<file path="config.mk">
export PLATFORM = sky130hd
export DESIGN_NAME = gin_multicast_receiver
export DESIGN_NICKNAME = d
export VERILOG_FILES = /design/src/rtl/gin_pkg.sv /design/src/rtl/multicast_id_match.sv /design/src/rtl/gin_multicast_receiver.sv
export SDC_FILE = /design/constraint.sdc
export NUM_CORES = 2
export LEC_CHECK = 0
export CAP_MARGIN = 25
export CORE_MARGIN = 3
export CORE_UTILIZATION = 46
export DETAILED_ROUTE_END_ITERATION = 8
export GPL_TIMING_DRIVEN = 0
export HOLD_SLACK_MARGIN = 0.02
export PLACE_DENSITY = 0.64
export SYNTH_ARGS = -nofsm -noshare
export SYNTH_HDL_FRONTEND = slang
export SYNTH_HIERARCHICAL = 1
export SYNTH_SLANG_ARGS = --single-unit
</file>
<file path="constraint.sdc">
create_clock -name clk -period 17.51 [get_ports clk]
set_clock_uncertainty 0.1 [all_clocks]
set_input_delay 4.3775 -clock clk [delete_from_list [all_inputs] [get_ports clk]]
set_output_delay 4.3775 -clock clk [all_outputs]
set_load 0.005 [all_outputs]
</file>
<file path="src/rtl/gin_pkg.sv">
// gin_pkg: shared state encoding and default sizing for the GIN multicast receiver.
package gin_pkg;
  typedef enum logic [1:0] {IDLE, READ, SEND} gin_state_e;
  localparam int NUM_ROWS_DEF = 12;
  localparam int NUM_COLS_DEF = 14;
  localparam int NUM_PE = NUM_ROWS_DEF * NUM_COLS_DEF;
  localparam int PE_IDX_W = 8;
endpackage

</file>
<file path="src/rtl/multicast_id_match.sv">
// multicast_id_match: one PE's programmable row/col ID and enable, with a combinational tag match.
module multicast_id_match #(
  parameter int ROW_TAG_WIDTH = 4,
  parameter int COL_TAG_WIDTH = 5
) (
  input  logic                     clk,
  input  logic                     reset,
  input  logic                     we,
  input  logic [ROW_TAG_WIDTH-1:0] wr_row_id,
  input  logic [COL_TAG_WIDTH-1:0] wr_col_id,
  input  logic                     wr_en,
  input  logic [ROW_TAG_WIDTH-1:0] row_tag,
  input  logic [COL_TAG_WIDTH-1:0] col_tag,
  output logic                     match
);
  logic [ROW_TAG_WIDTH-1:0] row_id_q, row_id_d;
  logic [COL_TAG_WIDTH-1:0] col_id_q, col_id_d;
  logic en_q, en_d;
  always_comb begin
    row_id_d = we ? wr_row_id : row_id_q;
    col_id_d = we ? wr_col_id : col_id_q;
    en_d = we ? wr_en : en_q;
  end
  // IDs carry no reset; the enable alone gates matching
  always_ff @(posedge clk) begin
    row_id_q <= row_id_d;
    col_id_q <= col_id_d;
  end
  always_ff @(posedge clk or posedge reset)
    if (reset) en_q <= 1'b0;
    else en_q <= en_d;
  assign match = en_q && row_id_q == row_tag && col_id_q == col_tag;
endmodule

</file>
<file path="src/rtl/gin_multicast_receiver.sv">
// gin_multicast_receiver: pops tag/data pairs from the GIN FIFOs and multicasts each word
// to every PE whose programmed IDs match, counting packets toward a done level.
module gin_multicast_receiver
  import gin_pkg::*;
#(
  parameter int NUM_ROWS      = 12,
  parameter int NUM_COLS      = 14,
  parameter int DATA_WIDTH    = 16,
  parameter int ROW_TAG_WIDTH = 4,
  parameter int COL_TAG_WIDTH = 5,
  parameter int CNT_WIDTH     = 16
) (
  input  logic                           clk,
  input  logic                           reset,
  input  logic                           start,
  input  logic [CNT_WIDTH-1:0]           num_packets,
  output logic                           done,
  output logic                           drop_pulse,
  input  logic                           cfg_we,
  input  logic [PE_IDX_W-1:0]            cfg_pe_idx,
  input  logic [ROW_TAG_WIDTH-1:0]       cfg_row_id,
  input  logic [COL_TAG_WIDTH-1:0]       cfg_col_id,
  input  logic                           cfg_en,
  input  logic                           tags_fifo_empty,
  output logic                           re_tags_fifo,
  input  logic [ROW_TAG_WIDTH-1:0]       row_tag,
  input  logic [COL_TAG_WIDTH-1:0]       col_tag,
  input  logic                           gin_fifo_empty,
  output logic                           re_from_gin_fifo,
  input  logic [DATA_WIDTH-1:0]          din,
  output logic [NUM_ROWS*NUM_COLS-1:0]   pe_valid,
  input  logic [NUM_ROWS*NUM_COLS-1:0]   pe_ready,
  output logic [DATA_WIDTH-1:0]          pe_data
);
  localparam int N = NUM_ROWS * NUM_COLS;
  gin_state_e state_q, state_d;
  logic [DATA_WIDTH-1:0] data_q, data_d;
  logic [N-1:0] match_q, match_d, accepted_q, accepted_d, match_now, fire;
  logic [CNT_WIDTH-1:0] processed_q, processed_d, num_packets_q, num_packets_d, base;
  logic armed_q, armed_d, pop, complete;
  for (genvar i = 0; i < N; i++) begin : g_pe
    multicast_id_match #(
      .ROW_TAG_WIDTH(ROW_TAG_WIDTH),
      .COL_TAG_WIDTH(COL_TAG_WIDTH)
    ) u_match (
      .clk       (clk),
      .reset     (reset),
      .we        (cfg_we && cfg_pe_idx == PE_IDX_W'(i)),
      .wr_row_id (cfg_row_id),
      .wr_col_id (cfg_col_id),
      .wr_en     (cfg_en),
      .row_tag   (row_tag),
      .col_tag   (col_tag),
      .match     (match_now[i])
    );
  end
  // A zero match set completes immediately and is reported as a drop
  always_comb begin
    pop = state_q == IDLE && !tags_fifo_empty && !gin_fifo_empty;
    pe_valid = state_q == SEND ? match_q & ~accepted_q : '0;
    fire = pe_valid & pe_ready;
    complete = state_q == SEND && (accepted_q | fire) == match_q;
    drop_pulse = state_q == SEND && match_q == '0;
    state_d = state_q == IDLE ? (pop ? READ : IDLE) : state_q == READ ? SEND : complete ? IDLE : SEND;
    data_d = state_q == READ ? din : data_q;
    match_d = state_q == READ ? match_now : match_q;
    accepted_d = complete ? '0 : accepted_q | fire;
    base = start ? '0 : processed_q;
    processed_d = base + CNT_WIDTH'(complete && !(&base));
    num_packets_d = start ? num_packets : num_packets_q;
    armed_d = armed_q | start;
  end
  always_ff @(posedge clk or posedge reset)
    if (reset) begin
      state_q <= IDLE;
      data_q <= '0;
      match_q <= '0;
      accepted_q <= '0;
      processed_q <= '0;
      num_packets_q <= '0;
      armed_q <= 1'b0;
    end else begin
      state_q <= state_d;
      data_q <= data_d;
      match_q <= match_d;
      accepted_q <= accepted_d;
      processed_q <= processed_d;
      num_packets_q <= num_packets_d;
      armed_q <= armed_d;
    end
  assign re_tags_fifo = pop;
  assign re_from_gin_fifo = pop;
  assign pe_data = data_q;
  assign done = armed_q && processed_q == num_packets_q;
endmodule

</file>
# Word-level counts from Yosys, hierarchy flattened
# Cells that the tools add are included.
# Widths: inputs -> output; s select.
[classes]
n_reduce_logical = 517
add_sub_neg = 1
n_eq_ne = 507
mux = 7
bitwise = 5
[ops]
columns = ["cell", "n"]
rows = [
  ["$eq 5x5->1", 168],
  ["$eq 4x4->1", 168],
  ["$eq 8x7->1 const B", 64],
  ["$logic_and 1x1->1", 510],
  ["$and 168x168->168", 2],
  ["$mux 168", 2],
  ["$eq 8x8->1 const B", 40],
  ["$eq 8x6->1 const B", 32],
  ["$eq 168x168->1", 1],
  ["$logic_not 168->1", 1],
  ["$not 168->168", 1],
  ["$or 168x168->168", 1],
  ["$eq 8x5->1 const B", 16],
  ["$eq 8x4->1 const B", 8],
  ["$eq 8x3->1 const B", 4],
  ["$add 16x1->16", 1],
  ["$eq 16x16->1", 1],
  ["$eq 8x2->1 const B", 2],
  ["$mux 16", 1],
  ["$reduce_and 16->1", 1],
  ["$eq 8x1->1 const B", 1],
  ["$logic_not 8->1", 1],
  ["$mux 2", 3],
  ["$logic_not 1->1", 3],
  ["other kinds (5)", 5],
]
[totals]
reg_bits = 2067
wordCells = 1548
in_bits = 233
out_inout_bits = 188

# Logic depth before layout (Yosys ltp)
[depth]
ltp_word = 10
depth_mapped = 16
mapped_depth_nobuf = 12

# Cells and area by module
# Netlist, hierarchy kept.
[by_module_without_submodules]
columns = ["module", "seq_area_each_um2", "cells_each", "n_inst", "area_each_um2"]
rows = [
  ["multicast_id_match", 295.3, 25, 168, 415.4],
  ["gin_multicast_receiver", 9684.3, 2275, 1, 20583.5],
]

# Least setup slack after synthesis
# Ideal clock, no wire load.
[synth_path]
path_kind = "in2out"
from = "in tags_fifo_empty"
to = "out re_tags_fifo"
n_path_buf = 1
t_arrival_ps = 4899
required_time_ps = 13033
stages = 2
slack_ps = 8133
cell_sequence = "nor4_1 > buf_4"
[synth_via]
elab_chain_len = 3
[synth_lines]
columns = ["item", "line", "text"]
rows = [
  ["start: declaration", "gin_multicast_receiver.sv:24", "input logic tags_fifo_empty,"],
  ["$logic_not 1->1", "gin_multicast_receiver.sv:59", "pop = state_q == IDLE && !tags_fifo_empty && !gin_fifo_empty;"],
  ["$logic_and 1x1->1 (2 in a row)", "gin_multicast_receiver.sv:59", ""],
  ["end: declaration", "gin_multicast_receiver.sv:25", "output logic re_tags_fifo,"],
]
# Every way passes these cells.

# Final worst setup path
[layout_path]
from = "reg state_q[1]"
to = "out pe_valid[110]"
[layout_via]
elab_chain_len = 2
[layout_lines]
columns = ["item", "line", "text"]
rows = [
  ["start: declaration", "gin_multicast_receiver.sv:36", "gin_state_e state_q, state_d;"],
  ["start signal: assignment", "gin_multicast_receiver.sv:83", "state_q <= state_d;"],
  ["$eq 2x2->1", "gin_multicast_receiver.sv:60", "pe_valid = state_q == SEND ? match_q & ~accepted_q : '0;"],
  ["$mux 168", "gin_multicast_receiver.sv:60", ""],
  ["end: declaration", "gin_multicast_receiver.sv:31", "output logic [NUM_ROWS*NUM_COLS-1:0] pe_valid,"],
]
# Every way passes these cells.

==> key figures <==
Status
  • Status: finished, final reports clean

Synth
  • Synth top cells by count: xnor2_1, edfxtp_1, dfrtp_1
  • Synth Flop Type: edfxtp_1
  • #FFs+latches synth: 2067
  • Post-synth top area cell: edfxtp_1
  • YS warnings: 6
  • Dominant cells by area after synthesis: edfxtp_1, dfrtp_1, xnor2_1, mux2_2, nand4_1
  • Avg Synthesized Cell Area: 14.0 sq um
  • Number of synthesized flops with an enable pin: 1512
  • Most frequent cell after synthesis: xnor2_1
  • Fraction of registers with async set/reset: 26.9%
  • Synthesized net count: 6711
  • Synth unique cells: 39
  • Share of the synthesized area in the top cell type: 50.2%
  • Post-synthesis cell count: 6475
  • Sequential element share of the synthesized area: 65.6%
  • Post-synthesis cell area: 90400 sq um

Critical path
  • Worst setup EP type: primary output
  • WS Path Type: register to primary output
  • CP max FO: 10
  • Critical path's top delay family: buffers and inverters
  • Most used cell, CP: clkbuf_1
  • Worst path max stage delay: 0.88 ns
  • Max stage delay cell, worst path: clkbuf_1
  • WP data arrival: 6.28 ns
  • Startpoint types: register
  • Critical Path RT: 13.03 ns
  • WP buf/inv: 6
  • Crit-path cells: nor2b_1 -> buf_2 -> buf_2 -> clkbuf_1 -> clkbuf_1 -> clkbuf_1 -> nand2_1 -> nor2_1 -> clkdlybuf4s50_1

Power
  • Pleak: 36.5 nW
  • Worst VDD drop: 94.6 uV
  • Cell Pwr Density: 99.3 nW/um^2

Global route
  • GR peak layer: met2
  • Total congestion overflow: 0
  • GR Util met2: 52.0%
  • Initial antenna violation count: 24
  • Total GRT Usage: 33.3%
  • Vias in the first global route: 56.0k
  • GR Layer Usage met3: 6.06%
  • Pin count of the biggest net entering global routing: 113
  • First-pass GRT wire length: 464000 um
  • Met1 Usage GRT: 41.2%

Route
  • Final wirelength: 341000 um
  • Total via count after detailed routing: 58.2k
  • Drt drc: 0
  • Antenna-violating nets left: 0
  • Wire per inst: 34.0 um
  • Initial DRT Pass Iterations: 5
  • DR iter-0 viols: 5983
  • Via/cell ratio: 5.81

Floorplan
  • Standard-cell rows: 162
  • Initial core utilization: 46.3%
  • Die area: 202000 sq um
  • Die X: 449 um
  • Top Ports: 421
  • Core area: 195000 sq um
  • Die Y: 449 um

Timing
  • Setup ws final: 6.75 ns
  • Max Slew Vio Count: 0
  • Minimum clock period: 10.76 ns
  • Worst Max-Slew Pin Slew: 1.22 ns
  • Final hold violation count: 0
  • Highest clock rate: 93.0 MHz
  • Slew margin rel.: 18.3%
  • Setup tns final: 0 ns
  • Worst hold margin: 0.363 ns
  • RSZ-0062 raised after global routing: no
  • Setup-failing EPs final: 0
  • Crit share post-route: 61.4%

Placed design
  • Global placer's final weighted congestion: 1.03
  • Dpl cell area: 99700 sq um
  • Dpl hpwl: 228000 um
  • Pre-CTS setup slack: 7.21 ns
  • I/O Buffers: 419

Clock tree
  • CTS tree: built
  • Post-cts resize count: 0
  • CTS sink count: 2067
  • Clock Tree Buf Depth: 3
  • # Post-CTS Setup Buffers: 0
  • Clk_lat worst skew: 0.88 ns
  • Total CTS buffers: 213
  • CTS H-Tree Depth: 4
  • Worst-path clk slew: 0.06 ns
  • Cts hold-fix bufs: 0
  • Root Driver: clkbuf_16

Layout
  • Area Growth Syn to Fin: 18.4%
  • Fraction of layout cells with a size suffix above 1: 13.6%
  • FILL cells: 15.9k
  • FF+latch area: 59300 sq um
  • Post-route cell area: 107000 sq um
  • Finished Core Util: 54.8%
  • Final net count: 7431
  • Multi-input logic area: 29600 sq um

Min path
  • Worst hold-check path type: register to register

Flow run
  • Max Cap Viol: 0
layout make-up:
type | count | area share (%)
well taps | 2624 | 3.07
repair buffers | 505 | 5.64
multi-input cells | 4026 | 27.7
flip-flops and latches | 2067 | 55.4
plain buffers | 115 | 0.447
diodes | 14 | 0.0327
clock inverters | 115 | 1.22
inverters | 267 | 0.943
clock buffers | 291 | 5.55
placed cells by master (no fill, tap or decap), types with 236 or more instances in the layout:
master              n
clkdlybuf4s50_1   399
nor2_1            337
inv_1             266
nand4_1           369
dfrtp_1           555
xnor2_1          1528
nand2_1           275
a21oi_1           236
edfxtp_1         1512
mux2_2            358
through the flow:
| stage | cells | power (mW) |
|---|---|---|
| global route | 10012 | 10.9 |
| detailed placement | 9594 | 6.04 |
| CTS | 10000 | 10.7 |
| global placement | 9518 | 6.21 |
| finish | 10024 | 10.6 |
| floorplan | 6475 | 5.64 |
worst paths after layout:
| kind | depth (start not counted) | start | endpoint | slack (ns) |
|---|---|---|---|---|
| worst min register to register | 1 | armed_q$_DFF_PP0_ | armed_q$_DFF_PP0_ | 0.36 |
| worst min-delay path | 1 | armed_q$_DFF_PP0_ | armed_q$_DFF_PP0_ | 0.36 |
| min in group asynchronous | 2 | reset | g_pe[53].u_match/en_q$_DFFE_PP0P_ | 3.37 |
| max in group asynchronous | 5 | reset | accepted_q[119]$_DFF_PP0_ | 11.28 |
| worst max register to register | 16 | state_q[1]$_DFF_PP0_ | processed_q[12]$_DFF_PP0_ | 10.62 |
| worst max-delay path | 9 | state_q[1]$_DFF_PP0_ | pe_valid[110] | 6.75 |
power by group:
| part | internal [mW] | total, mW | switching (mW) |
|---|---|---|---|
| combinational | 0.223 | 0.628 | 0.405 |
| clock | 2.71 | 4.69 | 1.98 |
| sequential | 5.29 | 5.31 | 0.0150 |
sequential cells by signal, indices dropped and copies added, names as in the netlist:
register and flops:
accepted_q 168, state_q 2, num_packets_q 16, armed_q 1
g_pe.u_match/row_id_q 672, match_q 168, pe_data 16, processed_q 16
g_pe.u_match/en_q 168, g_pe.u_match/col_id_q 840
metal layers:
metal / part of all wire [%] / vias up / routed length (um)
li1: - / 24698 / -
met4: 9.2 / 10 / 31200
met3: 7.3 / 792 / 24900
met2: 46 / 2740 / 157000
met5: 0.020 / - / 69
met1: 37 / 30005 / 127000
cells by family after synthesis:
| group | Yosys count | synth area share, % |
|---|---|---|
| AOI/OAI and AO/OA | 409 | 2.59 |
| DFF | 2067 | 65.6 |
| buffers and inverters | 382 | 1.64 |
| muxes | 358 | 4.46 |
| xor gates and xnor gates | 1541 | 14.9 |
| adders and majority gates | 3 | 0.0415 |
| and+or+nand+nor | 1715 | 10.7 |
Note: power is estimated with default switching activity, not from simulation.
